**src/rtl/layer2_host_sequencer_if.sv**
```systemverilog
// Layer2 controller bus: weight/bias write port plus the sample/prediction
// handshake. The master modport is the sequencer side; slave is the Layer2 side.
interface layer2_host_sequencer_if #(
  parameter int RELU_NODES                = 4,
  parameter int LAYER_2_IN_BIT_WIDTH      = 4,
  parameter int LAYER_2_WEIGHTS_BIT_WIDTH = 4,
  parameter int RELU_INDEX_WIDTH          = 3
);

  // Write port: one-cycle enables qualify address and data.
  logic                                       weightWriteEnable;
  logic                                       biasWriteEnable;
  logic [RELU_INDEX_WIDTH-1:0]                WriteAddressSelect;
  logic [10*LAYER_2_WEIGHTS_BIT_WIDTH-1:0]    writeIn;

  // Sample/prediction exchange with the Layer2 controller.
  logic                                       inputsReady;
  logic [RELU_NODES*LAYER_2_IN_BIT_WIDTH-1:0] layer2Input;
  logic                                       inputsRecieved;
  logic                                       outputsReady;
  logic                                       outputsRecieved;
  logic [3:0]                                 predictionOutput;

  modport master (
    output weightWriteEnable,
    output biasWriteEnable,
    output WriteAddressSelect,
    output writeIn,
    output inputsReady,
    output layer2Input,
    input  inputsRecieved,
    input  outputsReady,
    output outputsRecieved,
    input  predictionOutput
  );

  modport slave (
    input  weightWriteEnable,
    input  biasWriteEnable,
    input  WriteAddressSelect,
    input  writeIn,
    input  inputsReady,
    input  layer2Input,
    output inputsRecieved,
    output outputsReady,
    input  outputsRecieved,
    output predictionOutput
  );

endinterface

```
**src/rtl/layer2_host_sequencer.sv**
```systemverilog
// Initiator-side driver for the Layer2 controller. Loads weight rows and the
// bias row from upstream, then runs one sample at a time through Layer2 and
// returns the 4-bit prediction upstream. A watchdog aborts a stalled exchange.
//
// Handshake semantics (cfg/sample/result): a word moves on a rising edge where
// both valid and ready are high. A source holds valid and data steady until the
// transfer; ready may be given without waiting for valid.
module layer2_host_sequencer #(
  parameter int RELU_NODES                = 4,
  parameter int LAYER_2_IN_BIT_WIDTH      = 4,
  parameter int LAYER_2_WEIGHTS_BIT_WIDTH = 4,
  parameter int RELU_INDEX_WIDTH          = 3,
  parameter int TIMEOUT_CYCLES            = 255
) (
  input  logic                                       clk,
  input  logic                                       reset,
  input  logic                                       reloadRequest,
  input  logic                                       cfgValid,
  input  logic                                       cfgIsBias,
  input  logic [10*LAYER_2_WEIGHTS_BIT_WIDTH-1:0]    cfgData,
  output logic                                       cfgReady,
  input  logic                                       sampleValid,
  input  logic [RELU_NODES*LAYER_2_IN_BIT_WIDTH-1:0] sampleData,
  output logic                                       sampleReady,
  output logic                                       resultValid,
  input  logic                                       resultReady,
  output logic [3:0]                                 resultData,
  output logic                                       cfgError,
  output logic                                       timeoutError,
  output logic [2:0]                                 dbgState,
  layer2_host_sequencer_if.master                    l2
);

  localparam int CFG_W   = 10 * LAYER_2_WEIGHTS_BIT_WIDTH;
  localparam int SMP_W   = RELU_NODES * LAYER_2_IN_BIT_WIDTH;
  localparam int WD_W    = $clog2(TIMEOUT_CYCLES + 1);
  localparam logic [RELU_INDEX_WIDTH-1:0] LAST_ROW = RELU_INDEX_WIDTH'(RELU_NODES - 1);
  localparam logic [WD_W-1:0]             WD_LIMIT = WD_W'(TIMEOUT_CYCLES);

  typedef enum logic [2:0] {
    LOAD_W   = 3'd0,
    LOAD_B   = 3'd1,
    IDLE     = 3'd2,
    SEND     = 3'd3,
    WAIT_OUT = 3'd4,
    RESULT   = 3'd5
  } state_t;

  state_t state, stateNext;

  logic [RELU_INDEX_WIDTH-1:0] row, rowNext;
  logic [WD_W-1:0]             watchdog, watchdogNext, watchdogInc;

  // Registered output copies and their next values.
  logic                        cfgReadyQ, cfgReadyNext;
  logic                        sampleReadyQ, sampleReadyNext;
  logic                        resultValidQ, resultValidNext;
  logic [3:0]                  resultDataQ, resultDataNext;
  logic                        cfgErrorQ, cfgErrorNext;
  logic                        timeoutErrorQ, timeoutErrorNext;
  logic                        weightWeQ, weightWeNext;
  logic                        biasWeQ, biasWeNext;
  logic [RELU_INDEX_WIDTH-1:0] addrQ, addrNext;
  logic [CFG_W-1:0]            writeInQ, writeInNext;
  logic                        inputsReadyQ, inputsReadyNext;
  logic [SMP_W-1:0]            layer2InputQ, layer2InputNext;
  logic                        outputsRecievedQ, outputsRecievedNext;

  logic cfgFire, sampleFire, resultFire;

  // A reload request in IDLE wins over a sample offered in the same cycle,
  // so ready is withdrawn combinationally for that one cycle.
  assign sampleReady  = sampleReadyQ & ~reloadRequest;
  assign cfgReady     = cfgReadyQ;
  assign resultValid  = resultValidQ;
  assign resultData   = resultDataQ;
  assign cfgError     = cfgErrorQ;
  assign timeoutError = timeoutErrorQ;
  assign dbgState     = state;

  assign l2.weightWriteEnable  = weightWeQ;
  assign l2.biasWriteEnable    = biasWeQ;
  assign l2.WriteAddressSelect = addrQ;
  assign l2.writeIn            = writeInQ;
  assign l2.inputsReady        = inputsReadyQ;
  assign l2.layer2Input        = layer2InputQ;
  assign l2.outputsRecieved    = outputsRecievedQ;

  assign cfgFire     = cfgValid & cfgReadyQ;
  assign sampleFire  = sampleValid & sampleReady;
  assign resultFire  = resultValidQ & resultReady;
  assign watchdogInc = watchdog + 1'b1;

  // FSM state register.
  always_ff @(posedge clk or negedge reset) begin
    if (!reset) state <= LOAD_W;
    else        state <= stateNext;
  end

  // Counters and registered outputs.
  always_ff @(posedge clk or negedge reset) begin
    if (!reset) begin
      row              <= '0;
      watchdog         <= '0;
      cfgReadyQ        <= 1'b0;
      sampleReadyQ     <= 1'b0;
      resultValidQ     <= 1'b0;
      resultDataQ      <= '0;
      cfgErrorQ        <= 1'b0;
      timeoutErrorQ    <= 1'b0;
      weightWeQ        <= 1'b0;
      biasWeQ          <= 1'b0;
      addrQ            <= '0;
      writeInQ         <= '0;
      inputsReadyQ     <= 1'b0;
      layer2InputQ     <= '0;
      outputsRecievedQ <= 1'b0;
    end else begin
      row              <= rowNext;
      watchdog         <= watchdogNext;
      cfgReadyQ        <= cfgReadyNext;
      sampleReadyQ     <= sampleReadyNext;
      resultValidQ     <= resultValidNext;
      resultDataQ      <= resultDataNext;
      cfgErrorQ        <= cfgErrorNext;
      timeoutErrorQ    <= timeoutErrorNext;
      weightWeQ        <= weightWeNext;
      biasWeQ          <= biasWeNext;
      addrQ            <= addrNext;
      writeInQ         <= writeInNext;
      inputsReadyQ     <= inputsReadyNext;
      layer2InputQ     <= layer2InputNext;
      outputsRecievedQ <= outputsRecievedNext;
    end
  end

  // Next-state and next-output logic; pulses default low, data holds.
  always_comb begin
    stateNext           = state;
    rowNext             = row;
    watchdogNext        = watchdog;
    resultValidNext     = resultValidQ;
    resultDataNext      = resultDataQ;
    cfgErrorNext        = cfgErrorQ;
    timeoutErrorNext    = timeoutErrorQ;
    weightWeNext        = 1'b0;
    biasWeNext          = 1'b0;
    addrNext            = addrQ;
    writeInNext         = writeInQ;
    inputsReadyNext     = inputsReadyQ;
    layer2InputNext     = layer2InputQ;
    outputsRecievedNext = 1'b0;

    unique case (state)
      LOAD_W: begin
        if (cfgFire) begin
          if (!cfgIsBias) begin
            weightWeNext = 1'b1;
            addrNext     = row;
            writeInNext  = cfgData;
            if (row == LAST_ROW) begin
              rowNext   = '0;
              stateNext = LOAD_B;
            end else begin
              rowNext = row + 1'b1;
            end
          end else begin
            // Wrong row type: drop the word and flag it.
            cfgErrorNext = 1'b1;
          end
        end
      end

      LOAD_B: begin
        if (cfgFire) begin
          if (cfgIsBias) begin
            biasWeNext  = 1'b1;
            addrNext    = '0;
            writeInNext = cfgData;
            stateNext   = IDLE;
          end else begin
            cfgErrorNext = 1'b1;
          end
        end
      end

      IDLE: begin
        if (reloadRequest) begin
          rowNext   = '0;
          stateNext = LOAD_W;
        end else if (sampleFire) begin
          layer2InputNext = sampleData;
          inputsReadyNext = 1'b1;
          watchdogNext    = '0;
          stateNext       = SEND;
        end
      end

      SEND: begin
        watchdogNext = watchdogInc;
        if (l2.inputsRecieved) begin
          inputsReadyNext = 1'b0;
          stateNext       = WAIT_OUT;
        end else if (watchdogInc == WD_LIMIT) begin
          timeoutErrorNext = 1'b1;
          inputsReadyNext  = 1'b0;
          stateNext        = IDLE;
        end
      end

      WAIT_OUT: begin
        watchdogNext = watchdogInc;
        if (l2.outputsReady) begin
          resultDataNext      = l2.predictionOutput;
          outputsRecievedNext = 1'b1;
          resultValidNext     = 1'b1;
          stateNext           = RESULT;
        end else if (watchdogInc == WD_LIMIT) begin
          timeoutErrorNext = 1'b1;
          inputsReadyNext  = 1'b0;
          stateNext        = IDLE;
        end
      end

      RESULT: begin
        if (resultFire) begin
          resultValidNext = 1'b0;
          stateNext       = IDLE;
        end
      end

      default: begin
        stateNext = LOAD_W;
        rowNext   = '0;
      end
    endcase

    // Upstream readiness follows the state being entered.
    cfgReadyNext    = (stateNext == LOAD_W) || (stateNext == LOAD_B);
    sampleReadyNext = (stateNext == IDLE);
  end

endmodule

```
**src/flat_wrapper.sv**
```systemverilog
// flat-port wrapper written by rule: the top's interface ports become plain ports
module layer2_host_sequencer_flat 
#(
  parameter int RELU_NODES                = 4,
  parameter int LAYER_2_IN_BIT_WIDTH      = 4,
  parameter int LAYER_2_WEIGHTS_BIT_WIDTH = 4,
  parameter int RELU_INDEX_WIDTH          = 3,
  parameter int TIMEOUT_CYCLES            = 255
)
  (clk, reset, reloadRequest, cfgValid, cfgIsBias, cfgData, cfgReady, sampleValid, sampleData, sampleReady, resultValid, resultReady, resultData, cfgError, timeoutError, dbgState, l2_weightWriteEnable, l2_biasWriteEnable, l2_WriteAddressSelect, l2_writeIn, l2_inputsReady, l2_layer2Input, l2_inputsRecieved, l2_outputsReady, l2_outputsRecieved, l2_predictionOutput);
  layer2_host_sequencer_if #(.RELU_NODES(RELU_NODES), .LAYER_2_IN_BIT_WIDTH(LAYER_2_IN_BIT_WIDTH), .LAYER_2_WEIGHTS_BIT_WIDTH(LAYER_2_WEIGHTS_BIT_WIDTH), .RELU_INDEX_WIDTH(RELU_INDEX_WIDTH)) l2_i ();
  input  logic clk;
  input  logic reset;
  input  logic reloadRequest;
  input  logic cfgValid;
  input  logic cfgIsBias;
  input  logic [10*LAYER_2_WEIGHTS_BIT_WIDTH-1:0] cfgData;
  output logic cfgReady;
  input  logic sampleValid;
  input  logic [RELU_NODES*LAYER_2_IN_BIT_WIDTH-1:0] sampleData;
  output logic sampleReady;
  output logic resultValid;
  input  logic resultReady;
  output logic [3:0] resultData;
  output logic cfgError;
  output logic timeoutError;
  output logic [2:0] dbgState;
  output wire logic [$bits(l2_i.weightWriteEnable)-1:0] l2_weightWriteEnable;
  output wire logic [$bits(l2_i.biasWriteEnable)-1:0] l2_biasWriteEnable;
  output wire logic [$bits(l2_i.WriteAddressSelect)-1:0] l2_WriteAddressSelect;
  output wire logic [$bits(l2_i.writeIn)-1:0] l2_writeIn;
  output wire logic [$bits(l2_i.inputsReady)-1:0] l2_inputsReady;
  output wire logic [$bits(l2_i.layer2Input)-1:0] l2_layer2Input;
  input wire logic [$bits(l2_i.inputsRecieved)-1:0] l2_inputsRecieved;
  input wire logic [$bits(l2_i.outputsReady)-1:0] l2_outputsReady;
  output wire logic [$bits(l2_i.outputsRecieved)-1:0] l2_outputsRecieved;
  input wire logic [$bits(l2_i.predictionOutput)-1:0] l2_predictionOutput;
  assign l2_weightWriteEnable = l2_i.weightWriteEnable;
  assign l2_biasWriteEnable = l2_i.biasWriteEnable;
  assign l2_WriteAddressSelect = l2_i.WriteAddressSelect;
  assign l2_writeIn = l2_i.writeIn;
  assign l2_inputsReady = l2_i.inputsReady;
  assign l2_layer2Input = l2_i.layer2Input;
  assign l2_i.inputsRecieved = l2_inputsRecieved;
  assign l2_i.outputsReady = l2_outputsReady;
  assign l2_outputsRecieved = l2_i.outputsRecieved;
  assign l2_i.predictionOutput = l2_predictionOutput;
  layer2_host_sequencer #(.RELU_NODES(RELU_NODES), .LAYER_2_IN_BIT_WIDTH(LAYER_2_IN_BIT_WIDTH), .LAYER_2_WEIGHTS_BIT_WIDTH(LAYER_2_WEIGHTS_BIT_WIDTH), .RELU_INDEX_WIDTH(RELU_INDEX_WIDTH), .TIMEOUT_CYCLES(TIMEOUT_CYCLES)) u_core (.clk(clk), .reset(reset), .reloadRequest(reloadRequest), .cfgValid(cfgValid), .cfgIsBias(cfgIsBias), .cfgData(cfgData), .cfgReady(cfgReady), .sampleValid(sampleValid), .sampleData(sampleData), .sampleReady(sampleReady), .resultValid(resultValid), .resultReady(resultReady), .resultData(resultData), .cfgError(cfgError), .timeoutError(timeoutError), .dbgState(dbgState), .l2(l2_i));
endmodule
```
**config.mk**
```make
export PLATFORM = sky130hd
export DESIGN_NAME = layer2_host_sequencer_flat
export DESIGN_NICKNAME = d
export VERILOG_FILES = /design/src/rtl/layer2_host_sequencer_if.sv /design/src/rtl/layer2_host_sequencer.sv /design/src/flat_wrapper.sv
export SDC_FILE = /design/constraint.sdc
export NUM_CORES = 1
export LEC_CHECK = 0
export CAP_MARGIN = 10
export CORE_MARGIN = 3
export CORE_UTILIZATION = 44
export DETAILED_ROUTE_END_ITERATION = 7
export GPL_TIMING_DRIVEN = 0
export PLACE_DENSITY = 0.8
export SYNTH_ARGS = -nofsm -noshare
export SYNTH_HDL_FRONTEND = slang
export SYNTH_SLANG_ARGS = --single-unit
```
**constraint.sdc**
```tcl
create_clock -name clk -period 2.1 [get_ports clk]
set_clock_uncertainty 0.15 [all_clocks]
set_input_delay 0.42 -clock clk [delete_from_list [all_inputs] [get_ports clk]]
set_output_delay 0.42 -clock clk [all_outputs]
set_load 0.05 [all_outputs]
```
==> impl_metrics.json, run 1 <==
{
  "outcome": "finished clean",
  "antenna_left": 0,
  "initial_utilization_pct": 46.16,
  "path_clk_slew_ps": 80,
  "global_route_wire_length_before_repair_mm": 15.03,
  "clock_tree_from_tritoncts": "yes",
  "seq_area_sq_um": 2152,
  "routed_wire_length_per_instance_microns": 17.14,
  "cts_setup_buffers": 0,
  "core_sq_um": 8382,
  "fmaxAchievable_mhz": 498.3,
  "synth_most_common_cell": "dfrtp_1",
  "initialDrtViolationCount": 65,
  "max_cap_violations": 0,
  "stage_delay_of_the_slowest_cell_on_the_critical_path_ps": 590,
  "std_cell_rows": 33,
  "route.final.wire_length_mm": 9.292,
  "dp_hpwl_mm": 6.856,
  "pin_count_of_the_biggest_net_entering_global_routing": 61,
  "post_synth_instance_area_sq_um": 3869,
  "globalRouteTotalUtil_pct": 19.22,
  "ios": 144,
  "synth_seq_cells": 86,
  "crit-reg2reg-launch": "u_core.watchdog[0]",
  "tritoncts_num_sinks": 86,
  "r2r_setup_slack_ps": 270,
  "post-layout-total-power_mw": 8.258,
  "timing.critical_path.cells": "dlygate4sd2_1",
  "worstPathMaxFanout": 7,
  "syn_area_per_cell_sq_um": 13.97,
  "final_stage_net_count": 505,
  "post_synth_main_area_contributors": "dfrtp_1 56%, mux2_4 14%, mux2_2 7.6%, nand2_1 1.7%, buf_6 1.7%",
  "drt-pass1-iter-count": 4,
  "timing_max_transition_violations_final": 0,
  "power.switching_fraction_pct": 45.02,
  "layout-drive-gt1-share_pct": 24.03,
  "netlist_instances": 277,
  "drc": 0,
  "cp_num_buf_inv": 1,
  "critical-path-slowest-cell": "dlygate4sd2_1",
  "max_slew.worst_pin.slew_ps": 534.7,
  "total_via_count_in_the_routed_design": 2792,
  "setup_violations": 0,
  "timing.hold.worst.start": "u_core.cfgError",
  "grt_antenna_before_repair": 0,
  "grt-ovfl-total": 0,
  "clock-root-buffer": "clkbuf_8",
  "gp_routability_congestion": 0.7769,
  "peakVddDrop_mv": 0.6910,
  "clock_path_buffers": 2,
  "power.internal_mw": 4.541,
  "max_slew_margin_pct": 64.29,
  "worstSetupPathType": "flop to output port",
  "numCtsBuffers": 9,
  "min_delay_worst_endpoint": "u_core.cfgError",
  "worstRegToRegCells": 5,
  "final_min_period_over_clock_period_pct": 95.57,
  "die_x_microns": 99.77,
  "worstPathArrival_ps": 1440,
  "total_switching_power_mw": 3.718,
  "clock_latency_ps": 350,
  "timing.hold.worst_path_depth": 2,
  "hold_path_class": "flop to flop",
  "power.density_nw_per_um2": 1458,
  "yosysTopAreaCell": "dfrtp_1",
  "synthDistinctLibCells": 52,
  "critical_path.reg2reg.endpoint": "u_core.l2.inputsReady",
  "cp-startpoint": "u_core.dbgState[2]",
  "area_growth_pct": 46.38,
  "floorplan.die.height_microns": 99.77,
  "synth-warning-count": 0,
  "power.combinational.fraction_pct": 53.8,
  "detail_route.vias_per_cell": 5.151,
  "worst_path_dominant_cell_family": "buffers and inverters",
  "die_area_sq_um": 9954,
  "ys_dominant_reg_cell": "dfrtp_1",
  "multi_input_comb_area_sq_um": 1612,
  "grt_pass1_vias": 2918,
  "cellLeakagePower_nw": 3.014,
  "clock_tree.htree_level_count": 3,
  "antenna_cells": 0,
  "finalHoldWorstSlack_ps": 319.5,
  "post-synth-top-area-fraction_pct": 55.63,
  "postSynth.asyncResetShare_pct": 100.0,
  "finalCriticalPeriod_ps": 2007,
  "seq_area_frac_synth_pct": 55.63,
  "fin_tns_setup_ps": 0,
  "report.final.hold_viol_count": 0,
  "share_clk_of_total_power_pct": 15.2,
  "fillerInstances": 640,
  "critical_path.startpoint_type": "flop",
  "synth_enable_flop_cells": 0,
  "mappedNetlistNets": 349,
  "portBuffers": 143,
  "setup_repair_after_global_routing_missed_its_margin": "false",
  "endpoint_type_of_the_worst_setup_path": "output port",
  "power.share.sequential_pct": 31.0,
  "critPathRequiredTime_ps": 1530,
  "synth_common_cells": "86 x dfrtp_1, 35 x mux2_4, 26 x mux2_2, 18 x nand2_1, 13 x o21ai_0"
}
## metrics by stage
stage	cells	cell area, sq um	setup WS [ps]	util [%]
after floorplan	277	3869	183.2	-
after global placement	525	5431	-2614	64.80
after detailed placement	526	5456	-274.9	65.10
after CTS	542	5612	0.6036	66.95
after global routing	542	5663	51.40	67.56
final	542	5663	93.01	67.56
## placed cells by master (no fill, tap or decap), types with 4 or more instances in the layout
| cell | count |
|---|---|
| dfrtp_1 | 86 |
| clkdlybuf4s50_1 | 67 |
| dlygate4sd2_1 | 52 |
| mux2_4 | 35 |
| mux2_2 | 26 |
| dlymetal6s2s_1 | 22 |
| nand2_1 | 18 |
| o21ai_0 | 13 |
| a21oi_1 | 9 |
| clkbuf_8 | 9 |
| nor2_1 | 8 |
| nand3_1 | 7 |
| buf_6 | 6 |
| nor2b_1 | 5 |
| inv_1 | 4 |
## power groups by stage
stage	combinational, mW	sequential [mW]	clock, mW
after floorplan	1.46	4.34	0
after global placement	4.66	2.57	0
after detailed placement	4.71	2.62	0
after CTS	4.49	2.57	1.29
after global routing	4.69	2.65	1.36
final	4.45	2.56	1.25
## flip-flops by register name, summed over array words and instances (netlist names)
register,flops
u_core.l2.weightWriteEnable,1
u_core.cfgReady,1
u_core.resultData,4
u_core.l2.inputsReady,1
u_core.cfgError,1
u_core.l2.writeIn,40
u_core.row,3
u_core.watchdog,8
u_core.resultValid,1
u_core.l2.outputsRecieved,1
u_core.l2.biasWriteEnable,1
u_core.timeoutError,1
u_core.l2.WriteAddressSelect,3
u_core.sampleReadyQ,1
u_core.dbgState,3
u_core.l2.layer2Input,16
## repair_timing
action | in CTS | in global routing
hold buffers | 1 | 0
setup endpoints to repair | 53 | 23
hold endpoints to repair | 26 | 0
gates resized for setup | 53 | 24
## layer usage
metal | global-route usage [%] | vias to the layer above | routed length (microns)
li1 | - | 1300 | -
met4 | 4.517 | 0 | 98
met5 | 0 | - | 0
met3 | 6.880 | 11 | 791
met1 | 25.09 | 1359 | 3933
met2 | 30.84 | 122 | 4469
## cell families (layout without fill, tap and decap cells)
logic type	Yosys count	in the layout	synth area share, %
flops	86	86	55.63
fa+ha+maj	3	3	0.9703
buf+inv	14	174	2.716
compound gates	40	40	6.921
simple gates	66	66	10.74
xor+xnor	4	4	1.100
mux	64	64	21.93
## area by class of cell
class,instances,area share [%]
inverters,4,0.2651
plain buffers,10,1.591
well taps,105,2.320
clock buffers,10,2.254
repair buffers,145,25.63
multi-input cells,177,28.46
flip-flops and latches,86,38.00
clock inverters,5,1.480
## worst max path at each step
stage,cells past startpoint,end,slack [ps]
2_1_floorplan,5,u_core.sampleReadyQ,180
3_3_place_gp,1,u_core.l2.writeIn[22],-2610
3_5_place_dp,3,sampleReady,-270
4_1_cts,1,l2_writeIn[6],0.6
5_1_grt,1,dbgState[2],50
6_report,1,dbgState[2],90
No activity file was read; power rests on OpenSTA's default activity.
==> run 2, diff against run 1 <==
--- a/config.mk
+++ b/config.mk
@@ -5,12 +5,15 @@
 export SDC_FILE = /design/constraint.sdc
 export NUM_CORES = 1
 export LEC_CHECK = 0
+export ABC_CLOCK_PERIOD_IN_PS = 2100
 export CAP_MARGIN = 10
+export CORE_ASPECT_RATIO = 0.7
 export CORE_MARGIN = 3
 export CORE_UTILIZATION = 44
 export DETAILED_ROUTE_END_ITERATION = 7
 export GPL_TIMING_DRIVEN = 0
 export PLACE_DENSITY = 0.8
+export RECOVER_POWER = 100
 export SYNTH_ARGS = -nofsm -noshare
 export SYNTH_HDL_FRONTEND = slang
 export SYNTH_SLANG_ARGS = --single-unit
==> impl_metrics.json, run 2 (synthesized netlist as in run 1, its figures left out) <==
{
  "endpoint_type_of_the_worst_setup_path": "output port",
  "fillerInstances": 703,
  "globalRouteTotalUtil_pct": 19.02,
  "grt-ovfl-total": 0,
  "worst_path_dominant_cell_family": "buffers and inverters",
  "outcome": "finished clean",
  "antenna_cells": 0,
  "routed_wire_length_per_instance_microns": 16.53,
  "timing.critical_path.cells": "clkdlybuf4s50_1",
  "critical-path-slowest-cell": "clkdlybuf4s50_1",
  "clock_tree_from_tritoncts": "yes",
  "layout_commonest_cell": "clkdlybuf4s50_1",
  "antenna_left": 0,
  "max_cap_violations": 0,
  "initial_utilization_pct": 47.13,
  "report.final.hold_viol_count": 0,
  "std_cell_rows": 27,
  "finalCriticalPeriod_ps": 2073,
  "drc": 0,
  "die_area_sq_um": 9971,
  "initialDrtViolationCount": 161,
  "floorplan.die.height_microns": 84.45,
  "fin_tns_setup_ps": 0,
  "critical_path.startpoint_type": "flop",
  "worst_slack_ps": 27.49,
  "area_growth_pct": 38.29,
  "numCtsBuffers": 9,
  "portBuffers": 143,
  "route.final.wire_length_mm": 9.141,
  "final_stage_net_count": 505,
  "timing_max_transition_violations_final": 0,
  "setup_violations": 0,
  "setup_repair_after_global_routing_missed_its_margin": "false",
  "detail_route.vias_per_cell": 5.069,
  "power.density_nw_per_um2": 1496,
  "critPathRequiredTime_ps": 1530,
  "cp_num_buf_inv": 1,
  "gp_routability_congestion": 0.8364,
  "largest_register_ffs": 40,
  "mostFrequentLayoutCells": "87 x clkdlybuf4s50_1, 86 x dfrtp_1, 40 x clkbuf_1, 29 x mux2_1, 26 x mux2_2",
  "grt_antenna_before_repair": 0,
  "worstSetupPathType": "flop to output port",
  "clock_latency_ps": 330,
  "global_route_wire_length_before_repair_mm": 15.19,
  "dp_hpwl_mm": 6.815,
  "clock-root-buffer": "clkbuf_16",
  "drt-pass1-iter-count": 4,
  "worstPathArrival_ps": 1500,
  "clock_path_buffers": 2,
  "pin_count_of_the_biggest_net_entering_global_routing": 70,
  "fmaxAchievable_mhz": 482.5,
  "grt_pass1_vias": 2967,
  "hold_path_class": "flop to flop",
  "ios": 144,
  "cellLeakagePower_nw": 2.398,
  "die_x_microns": 118.1,
  "stage_delay_of_the_slowest_cell_on_the_critical_path_ps": 820,
  "finalHoldWorstSlack_ps": 317.1,
  "max_slew.worst_pin.slew_ps": 1064,
  "tritoncts_num_sinks": 86,
  "clock_tree.htree_level_count": 3,
  "place_ws_ps": -256.4,
  "stdcell_count": 553,
  "peakVddDrop_mv": 1.001,
  "max_slew_margin_pct": 29.08,
  "total_via_count_in_the_routed_design": 2803,
  "path_clk_slew_ps": 60,
  "final_min_period_over_clock_period_pct": 98.69,
  "cts_setup_buffers": 0,
  "layout-drive-gt1-share_pct": 16.02,
  "worstPathMaxFanout": 2,
  "core_sq_um": 8209,
  "post-layout-total-power_mw": 8.004,
  "placedCellCount": 537
}
-- run 2: cell count changes in the layout (fill, tap and decap cells not counted), moves of 7 or more --
cell             before  now
dlymetal6s2s_1       22    0
mux2_4               35    6
mux2_1                0   29
clkbuf_8              9    2
clkbuf_16             0    9
clkbuf_1              1   40
clkdlybuf4s50_1      67   87
dlygate4sd2_1        52   16
-- run 2: timing repair --
item / 4_1_cts / 5_1_grt
endpoints found under the hold margin: 17 / 0
gates resized for setup: 17 / 38
endpoints found under the setup margin: 17 / 38
pin swaps: 0 / 0
hold buffers: 1 / 0
-- run 2: per-layer routing --
layer / share of wire (%) / up-vias / wire (microns) / GRT usage [%]
met5: 0 / - / 0 / 0
met4: 1.9 / 0 / 175 / 6.915
met3: 10 / 14 / 911 / 8.620
met2: 46 / 114 / 4248 / 28.30
met1: 42 / 1374 / 3805 / 24.60
li1: - / 1301 / - / -
-- run 2: through the flow --
| step | instance area [sq um] | utilization [%] |
|---|---|---|
| 6_report | 5350 | 65.17 |
| 5_1_grt | 5350 | 65.17 |
| 4_1_cts | 5734 | 69.85 |
| 3_5_place_dp | 5470 | 66.64 |
| 3_3_place_gp | 5445 | 66.33 |
| 2_1_floorplan | 3869 | - |
-- run 2: worst paths after layout --
path | startpoint | endpoint | slack (ps) | cells past startpoint
max in group asynchronous | reset | u_core.watchdog[0] | 280 | 3
min | u_core.cfgError | u_core.cfgError | 320 | 2
max reg2reg | u_core.dbgState[1] | u_core.resultData[0] | 90 | 4
min in group asynchronous | reset | u_core.l2.layer2Input[10] | 650 | 2
min reg2reg | u_core.cfgError | u_core.cfgError | 320 | 2
max | u_core.l2.layer2Input[4] | l2_layer2Input[4] | 30 | 1
-- run 2: layout make-up --
cell class | count | area, sq um | share of cell area [%]
Tap cell | 116 | 145.1 | 2.713
Buffer | 10 | 66.31 | 1.239
Clock inverter | 4 | 22.52 | 0.4210
Multi-Input combinational cell | 177 | 1485 | 27.76
Clock buffer | 11 | 252.7 | 4.724
Timing Repair Buffer | 145 | 1211 | 22.64
Inverter | 4 | 15.01 | 0.2806
Sequential cell | 86 | 2152 | 40.22
-- run 2: power breakdown --
part | total (mW) | internal (mW) | switching, mW
Combinational | 3.94 | 1.20 | 2.74
Sequential | 2.60 | 2.22 | 0.378
Clock | 1.46 | 0.852 | 0.609
Total | 8.00 | 4.28 | 3.73
